<file path="config.mk">
export PLATFORM = sky130hd
export DESIGN_NAME = ex_stage_flat
export DESIGN_NICKNAME = d
export VERILOG_FILES = /design/src/rtl/ex_stage_pkg.sv /design/src/rtl/ex_stage_if.sv /design/src/rtl/ex_stage_div_unit.sv /design/src/rtl/ex_stage.sv /design/src/flat_wrapper.sv
export SDC_FILE = /design/constraint.sdc
export NUM_CORES = 1
export LEC_CHECK = 0
export CORE_MARGIN = 4
export CORE_UTILIZATION = 45
export DETAILED_ROUTE_END_ITERATION = 10
export HOLD_SLACK_MARGIN = 0.06
export PLACE_DENSITY = 0.67
export SLEW_MARGIN = 5
export SYNTH_ARGS = -nofsm -noshare
export SYNTH_HDL_FRONTEND = slang
export SYNTH_SLANG_ARGS = --single-unit
</file>
<file path="constraint.sdc">
create_clock -name clk -period 18 [get_ports clk]
set_clock_uncertainty 0.05 [all_clocks]
set_input_delay 3.6 -clock clk [delete_from_list [all_inputs] [get_ports clk]]
set_output_delay 3.6 -clock clk [all_outputs]
set_load 0.02 [all_outputs]
</file>
<file path="src/rtl/ex_stage_pkg.sv">
// Shared encodings for the execute stage: op-vector bit positions, widths,
// divider state encoding and the store byte-enable helper.
package ex_stage_pkg;
  localparam int ALU_OP_W = 12;
  localparam int DIV_OP_W = 4;
  localparam int ST_OP_W  = 3;
  localparam int LD_W     = 5;

  localparam int ALU_ADD  = 0;
  localparam int ALU_SUB  = 1;
  localparam int ALU_SLT  = 2;
  localparam int ALU_SLTU = 3;
  localparam int ALU_AND  = 4;
  localparam int ALU_OR   = 5;
  localparam int ALU_NOR  = 6;
  localparam int ALU_XOR  = 7;
  localparam int ALU_SLL  = 8;
  localparam int ALU_SRL  = 9;
  localparam int ALU_SRA  = 10;
  localparam int ALU_LUI  = 11;

  localparam int DIV_W    = 0;
  localparam int DIV_WU   = 1;
  localparam int MOD_W    = 2;
  localparam int MOD_WU   = 3;

  localparam int ST_B     = 0;
  localparam int ST_H     = 1;
  localparam int ST_W     = 2;

  localparam int DIV_ITERS = 32;

  typedef enum logic [1:0] {
    DIV_IDLE = 2'd0,
    DIV_BUSY = 2'd1,
    DIV_DONE = 2'd2
  } div_state_e;

  function automatic logic [3:0] st_mask(input logic [ST_OP_W-1:0] st, input logic [1:0] a);
    if (st[ST_W]) return 4'b1111;
    if (st[ST_H]) return 4'b0011 << {a[1], 1'b0};
    if (st[ST_B]) return 4'b0001 << a;
    return 4'b0000;
  endfunction
endpackage

</file>
<file path="src/rtl/ex_stage_if.sv">
// Decode->execute handshake/payload, execute->memory payload and data SRAM port.
interface ex_stage_if;
  import ex_stage_pkg::*;

  logic                ms_allowin;
  logic                es_allowin;
  logic                ds_to_es_valid;
  logic [31:0]         ds_pc;
  logic [ALU_OP_W-1:0] ds_alu_op;
  logic [DIV_OP_W-1:0] ds_div_op;
  logic [31:0]         ds_alu_src1;
  logic [31:0]         ds_alu_src2;
  logic [ST_OP_W-1:0]  ds_st_op;
  logic [31:0]         ds_rkd_value;
  logic [LD_W-1:0]     ds_ld_inst;
  logic                ds_res_from_mem;
  logic                ds_rf_we;
  logic [4:0]          ds_rf_waddr;

  logic                es_to_ms_valid;
  logic [31:0]         es_pc;
  logic [31:0]         es_alu_result;
  logic                es_res_from_mem;
  logic                es_rf_we;
  logic [4:0]          es_rf_waddr;
  logic [LD_W-1:0]     es_ld_inst;
  logic                es_load_blk;

  logic                data_sram_en;
  logic [3:0]          data_sram_we;
  logic [31:0]         data_sram_addr;
  logic [31:0]         data_sram_wdata;

  modport slave (
    input  ms_allowin, ds_to_es_valid, ds_pc, ds_alu_op, ds_div_op, ds_alu_src1,
           ds_alu_src2, ds_st_op, ds_rkd_value, ds_ld_inst, ds_res_from_mem,
           ds_rf_we, ds_rf_waddr,
    output es_allowin, es_to_ms_valid, es_pc, es_alu_result, es_res_from_mem,
           es_rf_we, es_rf_waddr, es_ld_inst, es_load_blk,
           data_sram_en, data_sram_we, data_sram_addr, data_sram_wdata
  );

  modport master (
    output ms_allowin, ds_to_es_valid, ds_pc, ds_alu_op, ds_div_op, ds_alu_src1,
           ds_alu_src2, ds_st_op, ds_rkd_value, ds_ld_inst, ds_res_from_mem,
           ds_rf_we, ds_rf_waddr,
    input  es_allowin, es_to_ms_valid, es_pc, es_alu_result, es_res_from_mem,
           es_rf_we, es_rf_waddr, es_ld_inst, es_load_blk,
           data_sram_en, data_sram_we, data_sram_addr, data_sram_wdata
  );
endinterface

</file>
<file path="src/rtl/ex_stage_div_unit.sv">
// 32-iteration restoring radix-2 divider on magnitudes with sign fix-up on output.
// Operands are captured on start; results hold in DONE until acked.
module div_unit
  import ex_stage_pkg::*;
(
  input  logic        clk,
  input  logic        rst_n,
  input  logic        i_start,
  input  logic        i_signed,
  input  logic [31:0] i_dividend,
  input  logic [31:0] i_divisor,
  input  logic        i_ack,
  output logic        o_busy,
  output logic        o_done,
  output logic [31:0] o_quotient,
  output logic [31:0] o_remainder
);
  div_state_e  r_state, w_next;
  logic [4:0]  r_cnt;
  logic [31:0] r_quo, r_rem, r_dvs;
  logic        r_q_neg, r_r_neg, r_by_zero;

  logic        w_a_neg, w_b_neg, w_ge;
  logic [31:0] w_a_mag, w_b_mag, w_diff;
  logic [32:0] w_shift;

  assign w_a_neg = i_signed & i_dividend[31];
  assign w_b_neg = i_signed & i_divisor[31];
  assign w_a_mag = w_a_neg ? (32'd0 - i_dividend) : i_dividend;
  assign w_b_mag = w_b_neg ? (32'd0 - i_divisor)  : i_divisor;

  // Partial remainder stays below the divisor, so the 32-bit difference is exact when taken.
  assign w_shift = {r_rem, r_quo[31]};
  assign w_ge    = w_shift >= {1'b0, r_dvs};
  assign w_diff  = w_shift[31:0] - r_dvs;

  always_ff @(posedge clk or negedge rst_n) begin
    if (!rst_n) r_state <= DIV_IDLE;
    else        r_state <= w_next;
  end

  always_comb begin
    w_next = r_state;
    case (r_state)
      DIV_IDLE: if (i_start) w_next = DIV_BUSY;
      DIV_BUSY: if (r_cnt == 5'(DIV_ITERS - 1)) w_next = DIV_DONE;
      DIV_DONE: if (i_ack) w_next = DIV_IDLE;
      default:  w_next = DIV_IDLE;
    endcase
  end

  always_ff @(posedge clk or negedge rst_n) begin
    if (!rst_n) begin
      r_cnt     <= '0;
      r_quo     <= '0;
      r_rem     <= '0;
      r_dvs     <= '0;
      r_q_neg   <= 1'b0;
      r_r_neg   <= 1'b0;
      r_by_zero <= 1'b0;
    end else begin
      case (r_state)
        DIV_IDLE: if (i_start) begin
          r_cnt     <= '0;
          r_quo     <= w_a_mag;
          r_rem     <= '0;
          r_dvs     <= w_b_mag;
          r_q_neg   <= w_a_neg ^ w_b_neg;
          r_r_neg   <= w_a_neg;
          r_by_zero <= (i_divisor == 32'd0);
        end
        DIV_BUSY: begin
          r_cnt <= r_cnt + 5'd1;
          r_quo <= {r_quo[30:0], w_ge};
          r_rem <= w_ge ? w_diff : w_shift[31:0];
        end
        default: ;
      endcase
    end
  end

  // Divide-by-zero: quotient all ones; remainder is |dividend| re-signed, i.e. the dividend.
  assign o_quotient  = r_by_zero ? 32'hFFFF_FFFF : (r_q_neg ? (32'd0 - r_quo) : r_quo);
  assign o_remainder = r_r_neg ? (32'd0 - r_rem) : r_rem;
  assign o_busy      = (r_state == DIV_BUSY);
  assign o_done      = (r_state == DIV_DONE);
endmodule

</file>
<file path="src/rtl/ex_stage.sv">
// Execute stage: ALU, multi-cycle divider, and data SRAM request generation,
// with valid/allowin pipeline handshake towards decode and memory.
module ex_stage
  import ex_stage_pkg::*;
(
  input  logic       clk,
  input  logic       resetn,
  ex_stage_if.slave  bus
);
  logic                r_es_valid;
  logic [31:0]         r_pc, r_src1, r_src2, r_rkd;
  logic [ALU_OP_W-1:0] r_alu_op;
  logic [DIV_OP_W-1:0] r_div_op;
  logic [ST_OP_W-1:0]  r_st_op;
  logic [LD_W-1:0]     r_ld_inst;
  logic                r_res_from_mem, r_rf_we;
  logic [4:0]          r_rf_waddr;

  logic        w_is_div, w_is_st, w_ready_go, w_allowin, w_sram_en;
  logic        w_div_busy, w_div_done;
  logic [31:0] w_div_q, w_div_r, w_alu, w_result;

  assign w_is_div   = |r_div_op;
  assign w_is_st    = |r_st_op;
  assign w_ready_go = !w_is_div | w_div_done;
  assign w_allowin  = !r_es_valid | (w_ready_go & bus.ms_allowin);

  always_ff @(posedge clk or negedge resetn) begin
    if (!resetn) r_es_valid <= 1'b0;
    else if (w_allowin) r_es_valid <= bus.ds_to_es_valid;
  end

  always_ff @(posedge clk or negedge resetn) begin
    if (!resetn) begin
      r_pc <= '0; r_src1 <= '0; r_src2 <= '0; r_rkd <= '0;
      r_alu_op <= '0; r_div_op <= '0; r_st_op <= '0; r_ld_inst <= '0;
      r_res_from_mem <= 1'b0; r_rf_we <= 1'b0; r_rf_waddr <= '0;
    end else if (bus.ds_to_es_valid && w_allowin) begin
      r_pc           <= bus.ds_pc;
      r_src1         <= bus.ds_alu_src1;
      r_src2         <= bus.ds_alu_src2;
      r_rkd          <= bus.ds_rkd_value;
      r_alu_op       <= bus.ds_alu_op;
      r_div_op       <= bus.ds_div_op;
      r_st_op        <= bus.ds_st_op;
      r_ld_inst      <= bus.ds_ld_inst;
      r_res_from_mem <= bus.ds_res_from_mem;
      r_rf_we        <= bus.ds_rf_we;
      r_rf_waddr     <= bus.ds_rf_waddr;
    end
  end

  always_comb begin
    w_alu = '0;
    if      (r_alu_op[ALU_ADD])  w_alu = r_src1 + r_src2;
    else if (r_alu_op[ALU_SUB])  w_alu = r_src1 - r_src2;
    else if (r_alu_op[ALU_SLT])  w_alu = {31'd0, $signed(r_src1) < $signed(r_src2)};
    else if (r_alu_op[ALU_SLTU]) w_alu = {31'd0, r_src1 < r_src2};
    else if (r_alu_op[ALU_AND])  w_alu = r_src1 & r_src2;
    else if (r_alu_op[ALU_OR])   w_alu = r_src1 | r_src2;
    else if (r_alu_op[ALU_NOR])  w_alu = ~(r_src1 | r_src2);
    else if (r_alu_op[ALU_XOR])  w_alu = r_src1 ^ r_src2;
    else if (r_alu_op[ALU_SLL])  w_alu = r_src1 << r_src2[4:0];
    else if (r_alu_op[ALU_SRL])  w_alu = r_src1 >> r_src2[4:0];
    else if (r_alu_op[ALU_SRA])  w_alu = $unsigned($signed(r_src1) >>> r_src2[4:0]);
    else if (r_alu_op[ALU_LUI])  w_alu = r_src2;
  end

  // The FSM only honours start from IDLE; the extra gating keeps a held divide from re-arming.
  div_unit u_div (
    .clk         (clk),
    .rst_n       (resetn),
    .i_start     (r_es_valid & w_is_div & !w_div_busy & !w_div_done),
    .i_signed    (r_div_op[DIV_W] | r_div_op[MOD_W]),
    .i_dividend  (r_src1),
    .i_divisor   (r_src2),
    .i_ack       (bus.ms_allowin),
    .o_busy      (w_div_busy),
    .o_done      (w_div_done),
    .o_quotient  (w_div_q),
    .o_remainder (w_div_r)
  );

  assign w_result = !w_is_div ? w_alu :
                    (r_div_op[MOD_W] | r_div_op[MOD_WU]) ? w_div_r : w_div_q;

  // Gating on ms_allowin makes the request fire only on the cycle the op leaves.
  assign w_sram_en = r_es_valid & (r_res_from_mem | w_is_st) & bus.ms_allowin;

  assign bus.es_allowin      = w_allowin;
  assign bus.es_to_ms_valid  = r_es_valid & w_ready_go;
  assign bus.es_pc           = r_pc;
  assign bus.es_alu_result   = w_result;
  assign bus.es_res_from_mem = r_res_from_mem;
  assign bus.es_rf_we        = r_es_valid & r_rf_we;
  assign bus.es_rf_waddr     = r_rf_waddr;
  assign bus.es_ld_inst      = r_ld_inst;
  assign bus.es_load_blk     = r_es_valid & r_res_from_mem;
  assign bus.data_sram_en    = w_sram_en;
  assign bus.data_sram_we    = w_sram_en ? st_mask(r_st_op, w_result[1:0]) : 4'b0000;
  assign bus.data_sram_addr  = w_result;
  assign bus.data_sram_wdata = r_st_op[ST_B] ? {4{r_rkd[7:0]}} :
                               r_st_op[ST_H] ? {2{r_rkd[15:0]}} : r_rkd;
endmodule
</file>
<file path="src/flat_wrapper.sv">
// flat-port wrapper written by rule: the top's interface ports become plain ports
module ex_stage_flat import ex_stage_pkg::*;
  (clk, resetn, bus_ms_allowin, bus_ds_to_es_valid, bus_ds_pc, bus_ds_alu_op, bus_ds_div_op, bus_ds_alu_src1, bus_ds_alu_src2, bus_ds_st_op, bus_ds_rkd_value, bus_ds_ld_inst, bus_ds_res_from_mem, bus_ds_rf_we, bus_ds_rf_waddr, bus_es_allowin, bus_es_to_ms_valid, bus_es_pc, bus_es_alu_result, bus_es_res_from_mem, bus_es_rf_we, bus_es_rf_waddr, bus_es_ld_inst, bus_es_load_blk, bus_data_sram_en, bus_data_sram_we, bus_data_sram_addr, bus_data_sram_wdata);
  ex_stage_if bus_i ();
  input  logic clk;
  input  logic resetn;
  input wire logic [$bits(bus_i.ms_allowin)-1:0] bus_ms_allowin;
  input wire logic [$bits(bus_i.ds_to_es_valid)-1:0] bus_ds_to_es_valid;
  input wire logic [$bits(bus_i.ds_pc)-1:0] bus_ds_pc;
  input wire logic [$bits(bus_i.ds_alu_op)-1:0] bus_ds_alu_op;
  input wire logic [$bits(bus_i.ds_div_op)-1:0] bus_ds_div_op;
  input wire logic [$bits(bus_i.ds_alu_src1)-1:0] bus_ds_alu_src1;
  input wire logic [$bits(bus_i.ds_alu_src2)-1:0] bus_ds_alu_src2;
  input wire logic [$bits(bus_i.ds_st_op)-1:0] bus_ds_st_op;
  input wire logic [$bits(bus_i.ds_rkd_value)-1:0] bus_ds_rkd_value;
  input wire logic [$bits(bus_i.ds_ld_inst)-1:0] bus_ds_ld_inst;
  input wire logic [$bits(bus_i.ds_res_from_mem)-1:0] bus_ds_res_from_mem;
  input wire logic [$bits(bus_i.ds_rf_we)-1:0] bus_ds_rf_we;
  input wire logic [$bits(bus_i.ds_rf_waddr)-1:0] bus_ds_rf_waddr;
  output wire logic [$bits(bus_i.es_allowin)-1:0] bus_es_allowin;
  output wire logic [$bits(bus_i.es_to_ms_valid)-1:0] bus_es_to_ms_valid;
  output wire logic [$bits(bus_i.es_pc)-1:0] bus_es_pc;
  output wire logic [$bits(bus_i.es_alu_result)-1:0] bus_es_alu_result;
  output wire logic [$bits(bus_i.es_res_from_mem)-1:0] bus_es_res_from_mem;
  output wire logic [$bits(bus_i.es_rf_we)-1:0] bus_es_rf_we;
  output wire logic [$bits(bus_i.es_rf_waddr)-1:0] bus_es_rf_waddr;
  output wire logic [$bits(bus_i.es_ld_inst)-1:0] bus_es_ld_inst;
  output wire logic [$bits(bus_i.es_load_blk)-1:0] bus_es_load_blk;
  output wire logic [$bits(bus_i.data_sram_en)-1:0] bus_data_sram_en;
  output wire logic [$bits(bus_i.data_sram_we)-1:0] bus_data_sram_we;
  output wire logic [$bits(bus_i.data_sram_addr)-1:0] bus_data_sram_addr;
  output wire logic [$bits(bus_i.data_sram_wdata)-1:0] bus_data_sram_wdata;
  assign bus_i.ms_allowin = bus_ms_allowin;
  assign bus_i.ds_to_es_valid = bus_ds_to_es_valid;
  assign bus_i.ds_pc = bus_ds_pc;
  assign bus_i.ds_alu_op = bus_ds_alu_op;
  assign bus_i.ds_div_op = bus_ds_div_op;
  assign bus_i.ds_alu_src1 = bus_ds_alu_src1;
  assign bus_i.ds_alu_src2 = bus_ds_alu_src2;
  assign bus_i.ds_st_op = bus_ds_st_op;
  assign bus_i.ds_rkd_value = bus_ds_rkd_value;
  assign bus_i.ds_ld_inst = bus_ds_ld_inst;
  assign bus_i.ds_res_from_mem = bus_ds_res_from_mem;
  assign bus_i.ds_rf_we = bus_ds_rf_we;
  assign bus_i.ds_rf_waddr = bus_ds_rf_waddr;
  assign bus_es_allowin = bus_i.es_allowin;
  assign bus_es_to_ms_valid = bus_i.es_to_ms_valid;
  assign bus_es_pc = bus_i.es_pc;
  assign bus_es_alu_result = bus_i.es_alu_result;
  assign bus_es_res_from_mem = bus_i.es_res_from_mem;
  assign bus_es_rf_we = bus_i.es_rf_we;
  assign bus_es_rf_waddr = bus_i.es_rf_waddr;
  assign bus_es_ld_inst = bus_i.es_ld_inst;
  assign bus_es_load_blk = bus_i.es_load_blk;
  assign bus_data_sram_en = bus_i.data_sram_en;
  assign bus_data_sram_we = bus_i.data_sram_we;
  assign bus_data_sram_addr = bus_i.data_sram_addr;
  assign bus_data_sram_wdata = bus_i.data_sram_wdata;
  ex_stage u_core (.clk(clk), .resetn(resetn), .bus(bus_i));
endmodule
</file>
Yosys cells after proc, flatten, opt, wreduce, memory -nomap -nowiden --
Cells that the tools add are included.
Cells by class: add/sub/neg operators 8, $mul 0, div/mod/pow operators 0, order comparisons 3, equality and inequality tests 6, shift operators 5, muxes and demuxes 45, bitwise logic cells 21, reduce and logical (&&, ||, !) cells 13
Operator list (number):
- 32-bit 2-to-1 mux | 24
- 32-bit case mux with 2 select lines | 2
- 1-bit by 32-bit subtractor with 32-bit output (first input constant) | 4
- 32-bit < comparator | 2
- 32-bit subtractor | 2
- 33-bit by 32-bit greater-or-equal comparator with 1-bit output | 1
- 32-bit adder | 1
- 32-bit AND | 1
- 32-bit zero test | 1
- 32-bit inverter | 1
- 32-bit OR | 1
- 32-bit by 5-bit left shift with 32-bit output | 1
- 32-bit by 5-bit >> shifter with 32-bit output | 1
- 32-bit by 5-bit >>> shifter with 32-bit output | 1
- 32-bit XOR | 1
- 4-bit 2-to-1 mux | 7
- 1-bit AND | 11
- 5-bit case mux with 2 select lines | 1
- 1-bit 2-to-1 mux | 6
- 2-bit 2-to-1 mux | 3
- 2-bit != test (second input constant) | 3
- 2-bit case mux with 3 select lines | 1
- 5-bit by 1-bit adder with 5-bit output (second input constant) | 1
- 5-bit == test (second input constant) | 1
- 15 further kinds | 23
Word-level totals: register bits 266, latch bits 0, memory bits (writable) 0, ROM bits 0, input port bits 163, output and inout bits 148, logic and storage cells 121, memories 0

Logic depth before layout (Yosys ltp) --
depth after elaboration 20, depth in mapped cells 19, mapped depth without buffers 15

Cells and area by module --
A second synthesis with hierarchy kept.
Unflattened totals: cells, all modules 3196, area, all modules 26108.8 um2
Modules (own cells, without submodules):
- ex_stage | instances 1, cells each 2054, area each 17086.4 um2, sequential area each 4003.8 um2
- div_unit | instances 1, cells each 1142, area each 9022.4 um2, sequential area each 2652.5 um2

Worst setup path before layout --
OpenSTA, ideal clock, no wires.
path type flip-flop to output port, start point register u_core.r_src2[2], end point output bus_es_alu_result[30], data arrival time 4948 ps, data required time 14350 ps, path slack 9402 ps, stages on the path, launching flop included 20, buffers on the path 7, path through dfrtp_1 > clkbuf_1 > clkinv_1 > buf_2 > buf_2 > buf_1 > buf_2 > ha_1 > clkbuf_1 > nor2b_1 > o221ai_1 > a211oi_1 > a21oi_1 > o21ai_1 > a31oi_1 > o41ai_1 > xnor2_1 > a21oi_1 > a211oi_1 > buf_4
Between the ends: longest elaborated chain between the ends 13
Ends and longest elaborated chain:
- start, declared | RTL line ex_stage.sv:11 | logic [31:0] r_pc, r_src1, r_src2, r_rkd;
- start signal, assigned | RTL line ex_stage.sv:41 | r_src2 <= bus.ds_alu_src2;
- 32-bit by 5-bit >>> shifter with 32-bit output | RTL line ex_stage.sv:65 | else if (r_alu_op[ALU_SRA]) w_alu = $unsigned($signed(r_src1) >>> r_src2[4:0]);
- 32-bit 2-to-1 mux | RTL line ex_stage.sv:65
- 32-bit 2-to-1 mux | RTL line ex_stage.sv:64 | else if (r_alu_op[ALU_SRL]) w_alu = r_src1 >> r_src2[4:0];
- 32-bit 2-to-1 mux | RTL line ex_stage.sv:63 | else if (r_alu_op[ALU_SLL]) w_alu = r_src1 << r_src2[4:0];
- 32-bit 2-to-1 mux | RTL line ex_stage.sv:62 | else if (r_alu_op[ALU_XOR]) w_alu = r_src1 ^ r_src2;
- 32-bit 2-to-1 mux | RTL line ex_stage.sv:61 | else if (r_alu_op[ALU_NOR]) w_alu = ~(r_src1 | r_src2);
- 32-bit 2-to-1 mux | RTL line ex_stage.sv:60 | else if (r_alu_op[ALU_OR]) w_alu = r_src1 | r_src2;
- 32-bit 2-to-1 mux | RTL line ex_stage.sv:59 | else if (r_alu_op[ALU_AND]) w_alu = r_src1 & r_src2;
- 32-bit 2-to-1 mux | RTL line ex_stage.sv:58 | else if (r_alu_op[ALU_SLTU]) w_alu = {31'd0, r_src1 < r_src2};
- 32-bit 2-to-1 mux | RTL line ex_stage.sv:57 | else if (r_alu_op[ALU_SLT]) w_alu = {31'd0, $signed(r_src1) < $signed(r_src2)};
- 32-bit 2-to-1 mux | RTL line ex_stage.sv:56 | else if (r_alu_op[ALU_SUB]) w_alu = r_src1 - r_src2;
- 32-bit 2-to-1 mux (*) | RTL line ex_stage.sv:55 | if (r_alu_op[ALU_ADD]) w_alu = r_src1 + r_src2;
- 32-bit 2-to-1 mux (*) | RTL line ex_stage.sv:84 | assign w_result = !w_is_div ? w_alu :
- end, declared | RTL line flat_wrapper.sv:23 | output wire logic [$bits(bus_i.es_alu_result)-1:0] bus_es_alu_result;
Every way passes the cells marked *; elsewhere a longest branch is shown, timed or not.

Worst setup path after layout --
start point register u_core.r_src2[0], end point output bus_es_alu_result[21]
Same word-level chain as after synthesis.

==> flow_metrics.tcl <==
set metrics [dict create \
    cts.sinks 266 \
    initial_core_util 0.456 \
    synth_top_area_share 0.264 \
    synth_commonest_cells "o21ai_0 (359), nand2_1 (339), dfrtp_1 (266)" \
    fp.dieArea_um2 59900 \
    worstSkewPairLatency_ps 570 \
    syn_nets 3414 \
    grt_max_degree 149 \
    critPathMaxFanout 52 \
    netlist_instances 3113 \
    worstMarginPinSlew_ps 1360 \
    synth.most_common_cell "o21ai_0" \
    max_freq_mhz 97.5 \
    rsz0062_at_grt "no" \
    synthFlopType "dfrtp_1" \
    cts_hold_buf 0 \
    end_kind "output port" \
    antenna_cells 0 \
    maxSlewViolCount 0 \
    ys_types 89 \
    status "finished clean" \
    hp-class "register to register" \
    routed-via-count 26200 \
    yosys_warnings 0 \
    fin_setup_tns_ps 0 \
    crit_start "u_core.r_src2[0]" \
    cts_tree "done" \
    reg2reg_depth 11 \
    drtPass1Iterations 8 \
    synth_top_area_cell "dfrtp_1" \
    start_kind "register" \
    cts_buffer_depth 3 \
    max_slew_margin 0.0813 \
    drive_gt1_frac 0.0998 \
    grt_pass1_vias 25300 \
    antenna_found_initial 2 \
    cts_setup_buffers 0 \
    grt-ovfl-total 0 \
    io_buffers 310 \
    wirelength_um 116000 \
    r2r_start "u_core.r_src2[3]" \
    syn_to_final_growth_pct 18.1 \
    arrival_ps 6610 \
    worstReg2RegEnd "u_core.u_div.r_dvs[29]" \
    fp.dieW_um 245 \
    async_flop_share 1.00 \
    maxCapViolCount 0 \
    fin_nets 3541 \
    postLayoutCoreUtil 0.538 \
    yosys_register_bits 266 \
    io_pins 311 \
    dr.first_iter.drc_count 3613 \
    regToRegSetupSlack_ps 13160 \
    endpoint "bus_es_alu_result[21]" \
    avgSynthCellArea_um2 8.10 \
    fillers 5267 \
    drt_drc_violations_left 0 \
    finalCritPeriodShare 0.570 \
    grt_pass1_wl_um 170000 \
    setup_viol 0 \
    path_clk_slew_ps 60 \
    netlist_area_um2 25200 \
    gp_congestion 1.06 \
    post-route-min-period_ps 10260 \
    synth_edf_count 0 \
    cts.repair.resized 0 \
    required_ps 14350 \
    die_h_um 245 \
    design.core.area_um2 55300 \
    seq_area_frac_synth 0.264 \
    rows 86 \
    hold_viol 0 \
    vias_per_cell 6.54 \
    cts_buffers 35 \
    critical_path_class "register to output port" \
    grt_usage 0.374 \
    ant_nets 0 \
    root_buffer "clkbuf_16" \
    dp_hpwl_um 87800 \
    synth.area.top_cells "dfrtp_1 (26%), o21ai_0 (7.1%), ha_1 (6.7%)" \
    htree_levels 2 \
    routedWlPerCell_um 29.0 \
]
## routing by layer
metal	track usage	part of all wire	vias up
li1	-	-	11600
met1	0.517	0.41	12900
met2	0.576	0.44	1507
met3	0.0741	0.10	301
met4	0.154	0.049	0
met5	0	0	-
## through the flow
| stage | hold slack, ps | cells | setup slack, ps | cell area (um^2) |
|---|---|---|---|---|
| 6_report | 429 | 4013 | 7740 | 29800 |
| 5_1_grt | 458 | 4013 | 7680 | 29800 |
| 4_1_cts | 433 | 4013 | 8010 | 29800 |
| 3_5_place_dp | 420 | 3951 | 8630 | 28500 |
| 3_3_place_gp | 414 | 3951 | 8630 | 28500 |
| 2_1_floorplan | 399 | 3113 | 9400 | 25200 |
## cell usage in the layout (no fill, tap or decap), types with 43 or more instances in the layout
master,synthesis,layout
mux4_2,43,43
buf_4,44,56
nor3_1,57,55
nand2_1,339,339
ha_1,135,135
o21ai_0,359,358
a22oi_1,50,50
a211oi_1,51,51
dfrtp_1,266,263
xnor2_1,137,137
nand3_1,49,48
inv_1,143,143
a21oi_1,199,199
mux2_2,121,121
mux2i_1,85,85
clkdlybuf4s50_1,0,309
nor2_1,208,206
## flip-flops by register name, indices dropped and copies added, names as in the netlist
register	cells
u_core.r_src2	32
u_core.u_div.r_state	2
u_core.bus.es_pc	32
u_core.bus.es_ld_inst	5
u_core.u_div.r_q_neg	1
u_core.bus.es_res_from_mem	1
u_core.r_st_op	3
u_core.u_div.r_dvs	32
u_core.r_rkd	32
u_core.r_rf_we	1
u_core.r_src1	32
u_core.r_alu_op	12
u_core.u_div.r_rem	32
u_core.u_div.r_r_neg	1
u_core.bus.es_rf_waddr	5
u_core.u_div.r_cnt	5
u_core.r_div_op	4
u_core.u_div.r_by_zero	1
u_core.r_es_valid	1
u_core.u_div.r_quo	32
## logic make-up (layout without fill, tap and decap cells)
group / Yosys count / count (layout) / share of synthesized area
AOI/OAI and AO/OA: 1040 / 1040 / 0.261
and+or+nand+nor: 815 / 815 / 0.146
buffers and inverters: 427 / 579 / 0.0717
DFF: 266 / 266 / 0.264
muxes: 251 / 251 / 0.127
xor gates and xnor gates: 176 / 176 / 0.0612
adders and majority gates: 138 / 138 / 0.0694
## critical path, stage by stage (launching register included)
cell             delay (ps)
dfrtp_4                 670
buf_4                   440
ha_1                    330
nor2_1                  160
o311a_1                 210
nor4_1                   80
o41ai_1                1150
a21oi_1                 430
o31ai_1                 650
a21oi_1                 180
xnor2_1                 180
a22oi_1                  80
o21ai_0                 690
clkdlybuf4s50_1         750
## worst min path at each step
stage                     slack [ps]                   start  depth (start not counted)                endpoint
after floorplan                  400   u_core.u_div.r_cnt[3]                          1   u_core.u_div.r_cnt[3]
after global placement           410  u_core.u_div.r_dvs[17]                          2  u_core.u_div.r_dvs[17]
after detailed placement         420   u_core.u_div.r_dvs[7]                          2   u_core.u_div.r_dvs[7]
after CTS                        430   u_core.u_div.r_dvs[7]                          2   u_core.u_div.r_dvs[7]
after global routing             460  u_core.u_div.r_dvs[19]                          2  u_core.u_div.r_dvs[19]
final                            430   u_core.u_div.r_dvs[7]                          2   u_core.u_div.r_dvs[7]
## final cells by class
cell class,instances,area (um^2),area share
clock buffer,43,976,0.0328
multi-input combinational,2420,16800,0.564
clock inverter,19,304,0.0102
timing repair buffer,367,3550,0.119
tap,748,936,0.0314
inverter,150,563,0.0189
sequential,266,6660,0.224
Power is left out: the tool's default activity adds up to more than one toggle a clock period on the data nets, which glitch-free logic cannot reach.
